## config.mk

```make
export PLATFORM = sky130hd
export DESIGN_NAME = ksa
export DESIGN_NICKNAME = d
export VERILOG_FILES = /design/src/rtl/ksa_pkg.sv /design/src/rtl/ksa.sv
export SDC_FILE = /design/constraint.sdc
export NUM_CORES = 1
export LEC_CHECK = 0
export CAP_MARGIN = 5
export CORE_MARGIN = 10
export CORE_UTILIZATION = 53
export DETAILED_ROUTE_END_ITERATION = 12
export GPL_TIMING_DRIVEN = 0
export PLACE_DENSITY = 0.81
export SLEW_MARGIN = 20
export SYNTH_ARGS = -nofsm -noshare
export SYNTH_HDL_FRONTEND = slang
export SYNTH_SLANG_ARGS = --single-unit
```

## constraint.sdc

```tcl
create_clock -name clk -period 3.3 [get_ports clk]
set_input_delay 0.66 -clock clk [delete_from_list [all_inputs] [get_ports clk]]
set_output_delay 0.66 -clock clk [all_outputs]
set_load 0.1 [all_outputs]
```

## src/rtl/ksa_pkg.sv

```systemverilog
// rtl/ksa_pkg.sv - state encoding, constants and key byte select for the RC4 key schedule
package ksa_pkg;

  localparam int KEY_LEN = 3;
  localparam int N       = 256;

  typedef enum logic [2:0] {
    IDLE,
    RD_I,
    WAIT_I,
    CALC_J,
    RD_J,
    WAIT_J,
    WR_I,
    WR_J
  } state_t;

  // Byte 0 is the most significant byte of the key word.
  function automatic logic [7:0] key_byte(input logic [23:0] key, input logic [1:0] idx);
    case (idx)
      2'd0:    key_byte = key[23:16];
      2'd1:    key_byte = key[15:8];
      default: key_byte = key[7:0];
    endcase
  endfunction

endpackage

```

## src/rtl/ksa.sv

```systemverilog
// rtl/ksa.sv - RC4 key-scheduling engine driving an external 256x8 S memory
module ksa
  import ksa_pkg::*;
(
  input  logic        clk,
  input  logic        rst_n,
  input  logic        en,
  output logic        rdy,
  input  logic [23:0] key,
  output logic [7:0]  addr,
  input  logic [7:0]  rddata,
  output logic [7:0]  wrdata,
  output logic        wren
);

  state_t     state_q;
  logic [7:0] i_q, j_q, si_q, addr_q, wrdata_q;
  logic [1:0] kidx_q;
  logic       rdy_q, wren_q;

  logic [7:0] i_d, j_d;
  logic [1:0] kidx_d;
  logic       last_iter;

  always_comb begin
    j_d       = j_q + si_q + key_byte(key, kidx_q);
    i_d       = i_q + 8'd1;
    kidx_d    = (kidx_q == 2'(KEY_LEN - 1)) ? 2'd0 : kidx_q + 2'd1;
    last_iter = (i_q == 8'(N - 1));
  end

  // Outputs are registered, so each state loads the bus values of the state it enters.
  always_ff @(posedge clk) begin
    if (rst_n) begin
      state_q  <= IDLE;
      i_q      <= 8'd0;
      j_q      <= 8'd0;
      kidx_q   <= 2'd0;
      si_q     <= 8'd0;
      addr_q   <= 8'd0;
      wrdata_q <= 8'd0;
      rdy_q    <= 1'b1;
      wren_q   <= 1'b0;
    end else begin
      case (state_q)
        IDLE: begin
          if (en) begin
            i_q     <= 8'd0;
            j_q     <= 8'd0;
            kidx_q  <= 2'd0;
            addr_q  <= 8'd0;
            rdy_q   <= 1'b0;
            state_q <= RD_I;
          end
        end
        RD_I:   state_q <= WAIT_I;
        WAIT_I: begin
          si_q    <= rddata;
          state_q <= CALC_J;
        end
        CALC_J: begin
          j_q     <= j_d;
          addr_q  <= j_d;
          state_q <= RD_J;
        end
        RD_J:   state_q <= WAIT_J;
        WAIT_J: begin
          addr_q   <= i_q;
          wrdata_q <= rddata;
          wren_q   <= 1'b1;
          state_q  <= WR_I;
        end
        WR_I: begin
          addr_q   <= j_q;
          wrdata_q <= si_q;
          state_q  <= WR_J;
        end
        WR_J: begin
          wren_q <= 1'b0;
          if (last_iter) begin
            rdy_q   <= 1'b1;
            state_q <= IDLE;
          end else begin
            i_q     <= i_d;
            kidx_q  <= kidx_d;
            addr_q  <= i_d;
            state_q <= RD_I;
          end
        end
        default: state_q <= IDLE;
      endcase
    end
  end

  assign rdy    = rdy_q;
  assign addr   = addr_q;
  assign wrdata = wrdata_q;
  assign wren   = wren_q;

endmodule

```

==> insert_results.sql <==
INSERT INTO impl_metrics (metric_group, metric, value, unit) VALUES
('outcome', 'status', 'complete, no violations', ''),
('power_and_ir_drop', 'net-switching-power', '0.3976', 'mW'),
('die', 'initial_utilization', '0.5536', ''),
('detailed_routing', 'drcViolationCount', '0', ''),
('clock_network', 'cts-buffers-inserted', '5', ''),
('clock_network', 'cts-root-buf', 'sky130_fd_sc_hd__clkbuf_8', ''),
('critical_path', 'cp_max_fo', '3', ''),
('clock_network', 'cts_sinks', '47', ''),
('final_layout', 'area_growth', '25.36', '%'),
('global_routing', 'grt_first_pass_wirelength', '13.30', 'mm'),
('final_layout', 'layout.cell_area.non_filler', '3612', 'sq um'),
('sta', 'max_freq', '317.9', 'MHz'),
('die', 'die_x', '93.74', 'um'),
('critical_path', 'worstSetupStartpointType', 'input pin', ''),
('power_and_ir_drop', 'internal-power', '0.9290', 'mW'),
('detailed_routing', 'routedWlPerCell', '17.69', 'um'),
('sta', 'worst_pin_slew', '986.4', 'ps'),
('power_and_ir_drop', 'clock_power_share', '0.336', ''),
('synth', 'synthesis.yosys.warnings', '0', ''),
('sta', 'whs', '483.3', 'ps'),
('synth', 'ys_ff_latch', '47', ''),
('die', 'design.core.area', '5205', 'sq um'),
('synth', 'yosys-top-cells-area', 'sky130_fd_sc_hd__dfxtp_1 (33%), sky130_fd_sc_hd__mux2i_1 (6.9%), sky130_fd_sc_hd__fa_1 (5.6%)', ''),
('sta', 'min_period', '3145', 'ps'),
('clock_network', 'cts_hold_buf', '0', ''),
('final_layout', 'insertedDiodeCount', '0', ''),
('sta', 'timing.final.hold_violations', '0', ''),
('detailed_routing', 'drt-vias-per-instance', '5.883', ''),
('sta', 'layout_worst_path_cycle_share', '0.9531', ''),
('synth', 'synth.largest_area_cell', 'sky130_fd_sc_hd__dfxtp_1', ''),
('sta', 'slew_headroom', '0.3403', ''),
('critical_path', 'worstSetupEndpointType', 'flip-flop', ''),
('clock_network', 'clock_tree.htree_level_count', '2', ''),
('clock_network', 'clkSlewWorstSetupHoldPaths', '100', 'ps'),
('synth', 'synth_seq_area_share', '0.3265', ''),
('place', 'io_buffer_count', '52', ''),
('power_and_ir_drop', 'pwr-share-seq', '0.450', ''),
('min_path', 'path_type_of_the_worst_min_delay_path', 'reg2reg', ''),
('sta', 'rsz_0062_raised_after_global_routing', 'false', ''),
('place', 'sum_of_net_half_perimeters_after_detailed_placement', '6.297', 'mm'),
('power_and_ir_drop', 'total_power', '1.327', 'mW'),
('sta', 'drv_slew', '0', ''),
('sta', 'report.final.setup_viol', '0', ''),
('critical_path', 'critical_path_required', '3480', 'ps'),
('synth', 'synth_ff_type', 'sky130_fd_sc_hd__dfxtp_1', ''),
('power_and_ir_drop', 'p_sw_frac', '0.2997', ''),
('detailed_routing', 'route.final.wire_length', '8.137', 'mm'),
('final_layout', 'finalNonFillerCells', '460', ''),
('global_routing', 'first_global_vias', '2608', ''),
('power_and_ir_drop', 'max-vdd-ir-drop', '0.2985', 'mV'),
('sta', 'finClkSkew', '11.85', 'ps'),
('job', 'drv.max_cap_violation_count', '0', ''),
('power_and_ir_drop', 'power_density', '367.3', 'nW/um^2'),
('die', 'design.portCount', '53', ''),
('clock_network', 'worstSkewPairLatency', '310', 'ps'),
('place', 'finalWeightedCongestion', '0.9028', ''),
('power_and_ir_drop', 'comb_power_share', '0.214', ''),
('place', 'detailed_place.area', '3490', 'sq um'),
('final_layout', 'layout_cells_sized_above_1', '0.08718', ''),
('die', 'die_height', '93.74', 'um'),
('synth', 'asyncSetResetFlopFracSynth', '0', ''),
('synth', 'syn_nets', '381', ''),
('critical_path', 'criticalPathCategory', 'in2reg', ''),
('critical_path', 'critical_path_arrival', '3330', 'ps'),
('global_routing', 'grt-ovfl-total', '0', ''),
('synth', 'synth_largest_type_area_fraction', '0.3265', ''),
('synth', 'synthesis.area', '2882', 'sq um'),
('clock_network', 'cts-root-to-sink-buffers', '2', ''),
('detailed_routing', 'antenna_left', '0', ''),
('die', 'total_number_of_placement_rows', '26', ''),
('clock_network', 'tritoncts', 'built', '');
## timing repair
item | 4_1_cts | 5_1_grt
gates resized for setup | 0 | 5
hold endpoints to repair | 0 | 0
setup endpoints to repair | 2 | 4
setup buffers | 0 | 0
## layer usage
metal / track usage / vias up / share of wire
li1: - / 1307 / -
met1: 0.2486 / 1270 / 0.45
met2: 0.2869 / 109 / 0.45
met3: 0.04157 / 20 / 0.082
met4: 0.06835 / 0 / 0.025
met5: 0 / - / 0
## registers in the layout, summed over array words and instances (netlist names)
name and cells:
addr 8, wrdata 8, state_q 3, j_q 8, wren 1, rdy 1, i_q 8, kidx_q 2
si_q 8
## power by group through the flow
stage | Sequential (mW) | Clock (mW) | Combinational [mW]
global placement | 0.609 | 0 | 0.274
floorplan | 0.639 | 0 | 0.152
detailed placement | 0.610 | 0 | 0.279
CTS | 0.597 | 0.446 | 0.281
finish | 0.597 | 0.445 | 0.284
global route | 0.599 | 0.465 | 0.309
## cells by family (layout without fill, tap and decap cells)
| family | count (synthesis) | in the layout | share of synthesized area |
|---|---|---|---|
| buffers and inverters | 30 | 89 | 0.05774 |
| adder cells (fa/ha/maj) | 15 | 15 | 0.08597 |
| AO/OA/AOI/OAI | 88 | 88 | 0.2080 |
| XOR/XNOR | 11 | 11 | 0.03343 |
| flip-flops | 47 | 47 | 0.3265 |
| AND/OR/NAND/NOR | 119 | 119 | 0.2149 |
| multiplexers | 21 | 21 | 0.07338 |
## worst max-delay path, cell delays in order
cell                              delay (ps)
sky130_fd_sc_hd__clkdlybuf4s50_1         460
sky130_fd_sc_hd__mux2i_1                  60
sky130_fd_sc_hd__o21ai_0                 280
sky130_fd_sc_hd__fa_1                    480
sky130_fd_sc_hd__ha_1                    240
sky130_fd_sc_hd__inv_1                    80
sky130_fd_sc_hd__fa_1                    200
sky130_fd_sc_hd__nor2b_2                  60
sky130_fd_sc_hd__o21a_1                  180
sky130_fd_sc_hd__or3_1                   330
sky130_fd_sc_hd__a32oi_1                 220
sky130_fd_sc_hd__o22ai_1                  90
## stage by stage
step	setup TNS, ps	setup slack, ps
floorplan	0	367.2
global placement	-322.5	-94.45
detailed placement	-578.2	-178.9
CTS	0	79.99
global route	0	36.47
finish	0	154.7
## cells in the final DEF, fill, tap and decap left out, types with 6 or more instances in the layout
cell	instances
sky130_fd_sc_hd__xnor2_1	6
sky130_fd_sc_hd__a311oi_1	7
sky130_fd_sc_hd__ha_1	7
sky130_fd_sc_hd__dfxtp_1	46
sky130_fd_sc_hd__nand3_1	10
sky130_fd_sc_hd__nor2_1	41
sky130_fd_sc_hd__a21oi_1	22
sky130_fd_sc_hd__nand3b_1	6
sky130_fd_sc_hd__a22oi_1	8
sky130_fd_sc_hd__o21ai_0	18
sky130_fd_sc_hd__clkdlybuf4s50_1	52
sky130_fd_sc_hd__nand2_1	31
sky130_fd_sc_hd__buf_4	6
sky130_fd_sc_hd__clkbuf_1	7
sky130_fd_sc_hd__fa_1	8
sky130_fd_sc_hd__a22o_1	7
sky130_fd_sc_hd__inv_1	6
sky130_fd_sc_hd__mux2i_1	20
## Yosys cell counts, drive strengths merged, types with 4 or more instances
| library cell | number |
|---|---|
| buf | 14 |
| a22oi | 8 |
| mux2i | 20 |
| nor3 | 6 |
| or3 | 4 |
| a311oi | 7 |
| a21oi | 22 |
| xor2 | 5 |
| dfxtp | 47 |
| inv | 7 |
| nand3b | 6 |
| ha | 7 |
| nand2 | 32 |
| o21ai | 19 |
| nand3 | 12 |
| a22o | 7 |
| clkbuf | 9 |
| nor2 | 43 |
| xnor2 | 6 |
| fa | 8 |
## final cells by class
class                   instances  area [sq um]
multi-input cells             254          1783
fillers                       432          1593
flip-flops and latches         47         942.2
repair buffers                 52         520.5
plain buffers                  22         137.6
well taps                      70         87.58
clock buffers                   5         68.82
clock inverters                 3         46.29
inverters                       7         26.28
## path summary, 6_finish.rpt
path	startpoint	to	slack, ps	cells after the start
setup / recovery	key[9]	addr[5]$_SDFFE_PP0P_	150	12
hold / removal	rdy$_SDFFE_PP1P_	rdy$_SDFFE_PP1P_	480	1
setup reg to reg	kidx_q[1]$_SDFFE_PP0P_	addr[5]$_SDFFE_PP0P_	230	13
hold reg to reg	rdy$_SDFFE_PP1P_	rdy$_SDFFE_PP1P_	480	1
No activity file was read; power rests on OpenSTA's default activity.
